## config.mk

```make
export PLATFORM = sky130hd
export DESIGN_NAME = ni_irq_ctrl_flat
export DESIGN_NICKNAME = d
export VERILOG_FILES = /design/src/rtl/ni_irq_ctrl_if.sv /design/src/rtl/ni_irq_ctrl.sv /design/src/flat_wrapper.sv
export SDC_FILE = /design/constraint.sdc
export NUM_CORES = 1
export LEC_CHECK = 0
export ABC_AREA = 1
export CAP_MARGIN = 40
export CORE_ASPECT_RATIO = 2
export CORE_MARGIN = 2
export CORE_UTILIZATION = 30
export DETAILED_ROUTE_END_ITERATION = 6
export PLACE_DENSITY = 0.61
export SLEW_MARGIN = 20
export SYNTH_ARGS = -nofsm -noshare
export SYNTH_HDL_FRONTEND = slang
export SYNTH_SLANG_ARGS = --single-unit
```

## constraint.sdc

```tcl
create_clock -name clk_i -period 1.76 [get_ports clk_i]
set_clock_uncertainty 0.1 [all_clocks]
set_input_delay 0.352 -clock clk_i [delete_from_list [all_inputs] [get_ports clk_i]]
set_output_delay 0.352 -clock clk_i [all_outputs]
set_load 0.01 [all_outputs]
```

## src/rtl/ni_irq_ctrl_if.sv

```systemverilog
`default_nettype none
// ============================================================================
// Module   : ni_irq_ctrl_if
// Purpose  : CPU configuration port of the NI interrupt controller.
//            The CPU side uses the master modport and the controller uses the
//            slave modport.
// Signals  : cfg_en_i    access strobe
//            cfg_we_i    byte write enables; all zero means a read
//            cfg_addr_i  byte address, word aligned
//            cfg_data_i  write data
//            cfg_data_o  registered read data
// Revision : 1.0 - initial release
// ============================================================================
interface ni_irq_ctrl_if #(
  parameter int ADDR_W = 8
) ();
  logic              cfg_en_i;
  logic [3:0]        cfg_we_i;
  logic [ADDR_W-1:0] cfg_addr_i;
  logic [31:0]       cfg_data_i;
  logic [31:0]       cfg_data_o;

  modport master (
    output cfg_en_i, cfg_we_i, cfg_addr_i, cfg_data_i,
    input  cfg_data_o
  );

  modport slave (
    input  cfg_en_i, cfg_we_i, cfg_addr_i, cfg_data_i,
    output cfg_data_o
  );
endinterface
`default_nettype wire

```

## src/rtl/ni_irq_ctrl.sv

```systemverilog
`default_nettype none
// ============================================================================
// Module   : ni_irq_ctrl
// Purpose  : Parametrised interrupt controller for the DMNI network interface.
//            Each source has an enable and a level/edge mode. Pending state
//            is held in a latch that software can set or clear with W1C
//            writes. A claim register returns the lowest active source. The
//            block drives the single CPU irq line.
// Ports    : clk_i   clock
//            rst_i   synchronous active-high reset
//            src_i   raw source levels (N_SRC)
//            gate_i  per-source suppression of irq_o (N_SRC)
//            irq_o   registered interrupt request
//            cfg     configuration port (ni_irq_ctrl_if.slave)
// Map      : 0x00 IE, 0x04 MODE, 0x08 IP (W1C), 0x0C SET, 0x10 CLAIM, 0x14 RAW
// Revision : 1.0 - initial release
// ============================================================================
module ni_irq_ctrl #(
  parameter int               N_SRC  = 8,
  parameter int               ADDR_W = 8,
  parameter logic [N_SRC-1:0] RST_IE = '0
) (
  input  wire logic             clk_i,
  input  wire logic             rst_i,
  input  wire logic [N_SRC-1:0] src_i,
  input  wire logic [N_SRC-1:0] gate_i,
  output logic                  irq_o,
  ni_irq_ctrl_if.slave          cfg
);

  localparam logic [ADDR_W-1:0] c_A_IE    = ADDR_W'(8'h00);
  localparam logic [ADDR_W-1:0] c_A_MODE  = ADDR_W'(8'h04);
  localparam logic [ADDR_W-1:0] c_A_IP    = ADDR_W'(8'h08);
  localparam logic [ADDR_W-1:0] c_A_SET   = ADDR_W'(8'h0C);
  localparam logic [ADDR_W-1:0] c_A_CLAIM = ADDR_W'(8'h10);
  localparam logic [ADDR_W-1:0] c_A_RAW   = ADDR_W'(8'h14);

  logic [N_SRC-1:0] r_ie;
  logic [N_SRC-1:0] r_mode;
  logic [N_SRC-1:0] r_latch;
  logic [N_SRC-1:0] r_src_q;
  logic [31:0]      r_rdata;

  logic             w_wr;
  logic             w_rd;
  logic [31:0]      w_bmask;
  logic [N_SRC-1:0] w_wmask;
  logic [N_SRC-1:0] w_wd;
  logic [N_SRC-1:0] w_ip;
  logic [N_SRC-1:0] w_act;
  logic             w_claim_vld;
  logic [7:0]       w_claim_id;
  logic [N_SRC-1:0] w_claim_oh;
  logic [N_SRC-1:0] w_set;
  logic [N_SRC-1:0] w_clr;
  logic [31:0]      w_rmux;

  assign w_wr = cfg.cfg_en_i && (cfg.cfg_we_i != 4'b0000);
  assign w_rd = cfg.cfg_en_i && (cfg.cfg_we_i == 4'b0000);

  // Byte-lane mask truncated to the implemented sources, so that bits at or
  // above N_SRC are never written.
  assign w_bmask = {{8{cfg.cfg_we_i[3]}}, {8{cfg.cfg_we_i[2]}},
                    {8{cfg.cfg_we_i[1]}}, {8{cfg.cfg_we_i[0]}}};
  assign w_wmask = N_SRC'(w_bmask);
  assign w_wd    = N_SRC'(cfg.cfg_data_i & w_bmask);

  // Level sources are pending directly from the pin. Edge sources are
  // pending only through the latch.
  assign w_ip  = r_latch | (~r_mode & src_i);
  assign w_act = w_ip & r_ie & ~gate_i;

  // Scan from the top so that the lowest active index is the last one written.
  always_comb begin
    w_claim_vld = 1'b0;
    w_claim_id  = 8'd0;
    for (int i = N_SRC - 1; i >= 0; i--) begin
      if (w_act[i]) begin
        w_claim_vld = 1'b1;
        w_claim_id  = 8'(i);
      end
    end
  end

  assign w_claim_oh = w_claim_vld ? (N_SRC'(1) << w_claim_id) : '0;

  // The set term is ORed in after the clear term, so an edge or a SET write
  // wins over a W1C or claim clear on the same bit in the same cycle.
  assign w_set = (r_mode & src_i & ~r_src_q)
               | ((w_wr && cfg.cfg_addr_i == c_A_SET) ? w_wd : '0);
  assign w_clr = ((w_wr && cfg.cfg_addr_i == c_A_IP) ? w_wd : '0)
               | ((w_rd && cfg.cfg_addr_i == c_A_CLAIM) ? w_claim_oh : '0);

  always_comb begin
    w_rmux = 32'd0;
    case (cfg.cfg_addr_i)
      c_A_IE:    w_rmux = 32'(r_ie);
      c_A_MODE:  w_rmux = 32'(r_mode);
      c_A_IP:    w_rmux = 32'(w_ip);
      c_A_CLAIM: w_rmux = {w_claim_vld, 23'd0, w_claim_id};
      c_A_RAW:   w_rmux = 32'(src_i);
      default:   w_rmux = 32'd0;
    endcase
  end

  always_ff @(posedge clk_i) begin
    if (rst_i) begin
      r_ie    <= RST_IE;
      r_mode  <= '0;
      r_latch <= '0;
      r_src_q <= '0;
      r_rdata <= 32'd0;
      irq_o   <= 1'b0;
    end else begin
      r_src_q <= src_i;
      r_latch <= (r_latch & ~w_clr) | w_set;
      irq_o   <= |w_act;
      if (w_wr && cfg.cfg_addr_i == c_A_IE) begin
        r_ie <= (r_ie & ~w_wmask) | w_wd;
      end
      if (w_wr && cfg.cfg_addr_i == c_A_MODE) begin
        r_mode <= (r_mode & ~w_wmask) | w_wd;
      end
      if (w_rd) begin
        r_rdata <= w_rmux;
      end
    end
  end

  assign cfg.cfg_data_o = r_rdata;

endmodule
`default_nettype wire
```

## src/flat_wrapper.sv

```systemverilog
// flat-port wrapper written by rule: the top's interface ports become plain ports
module ni_irq_ctrl_flat 
#(
  parameter int               N_SRC  = 8,
  parameter int               ADDR_W = 8,
  parameter logic [N_SRC-1:0] RST_IE = '0
)
  (clk_i, rst_i, src_i, gate_i, irq_o, cfg_cfg_en_i, cfg_cfg_we_i, cfg_cfg_addr_i, cfg_cfg_data_i, cfg_cfg_data_o);
  ni_irq_ctrl_if #(.ADDR_W(ADDR_W)) cfg_i ();
  input  wire logic clk_i;
  input  wire logic rst_i;
  input  wire logic [N_SRC-1:0] src_i;
  input  wire logic [N_SRC-1:0] gate_i;
  output logic irq_o;
  input wire logic [$bits(cfg_i.cfg_en_i)-1:0] cfg_cfg_en_i;
  input wire logic [$bits(cfg_i.cfg_we_i)-1:0] cfg_cfg_we_i;
  input wire logic [$bits(cfg_i.cfg_addr_i)-1:0] cfg_cfg_addr_i;
  input wire logic [$bits(cfg_i.cfg_data_i)-1:0] cfg_cfg_data_i;
  output wire logic [$bits(cfg_i.cfg_data_o)-1:0] cfg_cfg_data_o;
  assign cfg_i.cfg_en_i = cfg_cfg_en_i;
  assign cfg_i.cfg_we_i = cfg_cfg_we_i;
  assign cfg_i.cfg_addr_i = cfg_cfg_addr_i;
  assign cfg_i.cfg_data_i = cfg_cfg_data_i;
  assign cfg_cfg_data_o = cfg_i.cfg_data_o;
  ni_irq_ctrl #(.N_SRC(N_SRC), .ADDR_W(ADDR_W), .RST_IE(RST_IE)) u_core (.clk_i(clk_i), .rst_i(rst_i), .src_i(src_i), .gate_i(gate_i), .irq_o(irq_o), .cfg(cfg_i));
endmodule
```

==> metrics <==
met1 usage=between 10% and 20%; initial antenna violation count=0; Max-Cap Viols=0; 1st-iter DRT viols=85; I/O Pins=96; Final min period=1705 ps; GR Util met2=roughly 32%; critical path launch point type=input port; # diodes=0; largest net degree at the start of global routing=18; ys async rst share=0%; post-synthesis sequential area ratio=33.85%; Hold Path Stages=2; most frequent cells in the layout=nand2_1 (62), buf_4 (47), dfxtp_1 (42); clk sink count=between 40 and 50; worst hold path class=register to register; H-tree levels=2; Max Clk Rate=586.6 MHz; Chip Height=132.7 um; Power Dens Cells=roughly 600 mW/mm2; Post-Route WL=7582 um; gr busiest metal=met2; Synth top area share=between 30% and 40%; cells after synthesis=about 350; RSZ-0062 raised after global routing=true; Core ar.=slightly above 0.008 mm2; via count=about 2,600; CTS Buf Count=5; # rows=47; post-synthesis cell type count=36; Place WS=-394.4 ps; Pleak=1.557 nW; Worst-path clk slew=roughly 60 ps; cell taking the most area after synthesis=dfxtp_1; Post-synth EDFFs=0; Util after Layout=between 40% and 50%; most common cell after layout, fill and taps aside=nand2_1; setup ws final=about 55 ps; global-route wire length before repair=between 10,000 and 15,000 um; CP bufs+invs=2; CTS tree=yes; worst skew pair latency=about 290 ps; slowest cell on the critical path=clkdlybuf4s50_1; nets=between 500 and 600; Tot Pwr=between 2 and 2.5 mW; Routed WL per cell=~14 um; Peak supply drop=approximately 0.38 mV; Clock Root Buffer=clkbuf_16; r2r worst-path depth=8; layout cells sized above 1=between 20% and 30%; Initial Util=between 30 and 40%; final setup vio count=0; Final period util=a little over nine tenths; Routed Antenna Nets=0; RePlAce Congestion=a little under 1; Critical Path AT=about 1800 ps; WP data required=~1800 ps; die width=around 68 um; Remaining Overflow, GRT=0; Yosys reg bits=42; crit path max fanout=3; largest delay contributor family on the critical path=simple AND/OR/NAND/NOR gates; largest cells by area after synthesis=dfxtp_1 (34%), nand2_1 (11%), buf_4 (7.0%), inv_1 (6.6%), a21oi_1 (6.2%); met3 Use GR=roughly 2%; crit-path max cell delay=520 ps; CP Cell Sequence=clkdlybuf4s50_1 -> nand3_2 -> nor2_4 -> nand2_1 -> nor2_4 -> buf_4 -> nand4_1 -> nand2_1 -> a21oi_1; number of vias per cell=between 4 and 5; die area=0.009067 mm2; Setup TNS Final=0 ps; drt drc=0; hold_buf cts=0; number of global-route vias before repair=around 2,600; Main synth FF type=dfxtp_1; kind of end point of the critical path=register; area grow syn2layout=47.15%; number of port buffers=48; Post-Syn Area per Cell=around 7.1 um2; final hold slack=around 360 ps; status=complete, no violations; GR Util All Layers=between 10% and 20%; Stages on worst setup path=9; Syn. warnings=0; final hold vios=0; Crit Path Category=input port to register; 1st-pass router iterations=4; cell area after synthesis=0.002484 mm2; Slew Viols, Final=0; Clock Tree Buf Depth=2; dpl hpwl=between 5000 and 6000 um
## worst reg2reg max path, delay by kind of cell, from the launching register on
kind	cells	cell delay, ps
AO/OA/AOI/OAI	2	360
AND/OR/NAND/NOR	6	740
flip-flops	1	310
## stage by stage
step           instance area, um2  cells
2_1_floorplan                2566    374
3_3_place_gp                 3238    530
3_5_place_dp                 3238    530
4_1_cts                      3472    544
5_1_grt                      3655    547
6_report                     3655    547
## cells in the mapped netlist, types with 3 or more instances
| cell type | count |
|---|---|
| a21oi_1 | 31 |
| buf_4 | 23 |
| buf_6 | 3 |
| clkbuf_1 | 3 |
| dfxtp_1 | 42 |
| inv_1 | 44 |
| inv_2 | 9 |
| inv_4 | 3 |
| nand2_1 | 71 |
| nand2_2 | 3 |
| nand3_1 | 16 |
| nand3_2 | 3 |
| nand4_1 | 3 |
| nor2_1 | 29 |
| nor2_2 | 6 |
| nor2_4 | 4 |
| o2111ai_1 | 3 |
| o21ai_0 | 12 |
| o21ai_1 | 8 |
| o21bai_1 | 5 |
| o22ai_1 | 3 |
| o31ai_1 | 4 |
| o32ai_1 | 8 |
## layer usage
metal	part of all wire, %	routed length [um]	up-vias
met1	35	2691	1162
met4	6.0	458	0
met5	0	0	-
met3	3.5	266	26
met2	55	4166	81
li1	-	-	1294
## where the power goes
part           switching [mW]  leakage [nW]  total (mW)  internal [mW]
Combinational           0.146          1.14       0.276          0.130
Sequential            0.00419         0.340       0.965          0.961
Clock                   0.375        0.0739       0.937          0.563
## path summary, 6_finish.rpt
path	start	slack, ps	to
max	cfg_cfg_addr_i[4]	60	u_core.r_latch[1]
max reg2reg	register	140	u_core.r_latch[2]
min reg2reg	u_core.cfg.cfg_data_o[1]	360	u_core.cfg.cfg_data_o[1]
min	u_core.cfg.cfg_data_o[1]	360	u_core.cfg.cfg_data_o[1]
## what timing repair did
action	in CTS	in global routing
endpoints found under the setup margin	25	20
pin swaps	18	18
setup buffers	6	3
resized for setup	25	41
## layout make-up
| class | instances | area (um2) |
|---|---|---|
| Fill cell | 845 | 4519 |
| Timing Repair Buffer | 97 | 863.3 |
| Inverter | 57 | 234.0 |
| Multi-Input combinational cell | 245 | 1446 |
| Clock buffer | 7 | 142.6 |
| Tap cell | 98 | 122.6 |
| Clock inverter | 1 | 5.005 |
| Sequential cell | 42 | 840.8 |
## logic make-up (layout without fill, tap and decap cells)
kind of cell           after synthesis  count (layout)  synth area share (%)
AOI/OAI and AO/OA                   81              81                 20.15
buffers and inverters               87             162                 18.29
DFF                                 42              42                 33.85
other                                1              23                0.1510
and+or+nand+nor                    141             141                 27.56
(Power assumes the default switching activity.)
==> variant (same flow settings) <==
`N_SRC` is set to 8 in 2 places; all go to 7.
--- a/src/rtl/ni_irq_ctrl.sv
+++ b/src/rtl/ni_irq_ctrl.sv
@@ -16,7 +16,7 @@
 // Revision : 1.0 - initial release
 // ============================================================================
 module ni_irq_ctrl #(
-  parameter int               N_SRC  = 8,
+  parameter int               N_SRC  = 7,
   parameter int               ADDR_W = 8,
   parameter logic [N_SRC-1:0] RST_IE = '0
 ) (
--- a/src/flat_wrapper.sv
+++ b/src/flat_wrapper.sv
@@ -1,7 +1,7 @@
 // flat-port wrapper written by rule: the top's interface ports become plain ports
 module ni_irq_ctrl_flat 
 #(
-  parameter int               N_SRC  = 8,
+  parameter int               N_SRC  = 7,
   parameter int               ADDR_W = 8,
   parameter logic [N_SRC-1:0] RST_IE = '0
 )
Interface: changed (resized gate_i and src_i); port bits go from 96 to 94. The function was not compared with the original's and may differ.
==> variant against the original RTL <==
- critical path depth increased by 1
- critical path type unchanged
- global-route usage decreased by 2.0 points
- design area decreased by 12%
- largest power group is now the clock network
- core utilization decreased by 2.3 points
- synthesized cell count decreased by 3.4%
- sequential cell count decreased by 5
- worst setup slack improved by 0.043 ns
- area after synthesis decreased by 5.6%
- combinational power decreased by 14%
- total power decreased by 9.7%
- final cell count decreased by 7.7%
- routed wire length decreased by 18%
- maximum frequency increased by 2.6%
==> variant: results (changes against the original RTL) <==
| Metric | Value |
|---|---|
| Status | `completed` |
| Clock sink total | `37 (-12%)` |
| Synth Area in Compound Gates | `17.5% (-2.6 points)` |
| DRT iter0 DRCs | `80 (-5.9%)` |
| Non-Clock Buffer Area Fraction | `21.0% (-2.6 points)` |
| Worst slack at placement | `-0.343 ns (+0.0516 ns)` |
| Resized Gates After CTS | `6 (-76%)` |
| Multi-input logic area | `1320 sq um (-8.5%)` |
| First-pass GRT wire length | `10000 um (-15%)` |
| Multi-input combinational area share | `41.1% (+1.5 points)` |
| Max VDD drop | `0.000317 V (-16%)` |
| Count of cell types in the netlist | `26 (-28%)` |
| Warnings, synthesis | `0 (unchanged)` |
| Drt wl/cell | `12.3 um (-11%)` |
| Placed cells | `498 (-6.0%)` |
| Clk Latency, worst-skew pair | `0.28 ns` |
| GRT Resource Usage Total | `15.6% (-2.0 points)` |
| FILL cells | `792 (-6.3%)` |
| Post-Syn Instances | `340 (-3.4%)` |
| Overall power | `1.97 mW (-9.7%)` |
| Wirelength, routed | `6220 um (-18%)` |
| Site Rows | `45 (-4.3%)` |
| Vias | `2272 (-11%)` |
| Area fraction of clock buffers and clock inverters | `4.43% (+0.39 points)` |
| Slowest-stage cell, CP | `clkdlybuf4s50_1` |
| Non-clock buffers | `72 (-26%)` |
| Share of cells above drive strength 1 | `21.4% (-6.4 points)` |
| TritonCTS buffer count | `5 (unchanged)` |
| Part of the Yosys area used for sequential elements | `31.6% (-2.2 points)` |
| # port buffers | `44 (-8.3%)` |
| Clock Buffer Count | `7 (unchanged)` |
| Clk pwr | `880 uW (-6.1%)` |
| Multi-input gates | `239 (-2.4%)` |
| Switching fraction of total power | `23.2% (-0.84 points)` |
| Initial antenna violation count | `0 (unchanged)` |
| Area post-placement | `2980 sq um (-7.9%)` |
| Final layout net count | `472 (-7.6%)` |
| Largest net degree at the start of global routing | `38 (+20)` |
| Crit path max fanout | `5 (+2)` |
| Routability cong. | `0.852 (-12%)` |
| Inverters | `56 (-1.8%)` |
| Total iterations of the first detailed-routing run | `4 (unchanged)` |
| Post-DP HPWL | `5040 um (-14%)` |
| Hold crit path type | `reg2reg` |
| Largest cells by area after synthesis | `dfxtp_1, nand2_1, buf_4, inv_1, a211oi_2` |
| Sequential cell area share | `23.0% (about the same)` |
| Leakage dissipation | `1.39 nW (-11%)` |
| Synth cell count leaders | `nand2_1, inv_1, dfxtp_1, nor2_1, buf_4` |
| Post-CTS Setup Inserts | `0 (-6)` |
| H-tree depth | `2 (unchanged)` |
| Comb group | `237 uW (-14%)` |
| Slowest Stage Delay on Critical Path | `0.50 ns (-0.02 ns)` |
==> variant: cell count changes after synthesis, sizes merged, moves of 2 or more <==
cell and change:
nand2 +15, a21oi -14, a211oi +12, nor2 +8
o21ai -8, o21bai -7, dfxtp -5, nand3 -5
o31ai -4, o22ai -3, nand4 +2
==> variant: kinds of logic after synthesis <==
family / after synthesis
buf+inv: 87
simple gates: 160
other cells: 1
flops: 37
compound gates: 55
==> variant: worst paths after layout <==
kind | slack (ns) | endpoint | cells past startpoint | start
max | 0.1 | u_core.r_latch[1] | 10 | src_i[5]
min | 0.36 | u_core.cfg.cfg_data_o[5] | 2 | u_core.cfg.cfg_data_o[5]
max reg2reg | 0.25 | u_core.r_latch[4] | 11 | flip-flop
min reg2reg | 0.36 | u_core.cfg.cfg_data_o[5] | 2 | u_core.cfg.cfg_data_o[5]
==> variant: metal layers <==
metal  wire, um  up-vias  global-route usage, %
met4        203        0                   7.56
met5          0        -                      0
met2       3590       61                   31.4
met3        223       12                   1.75
met1       2210     1023                   14.8
li1           -     1176                      -
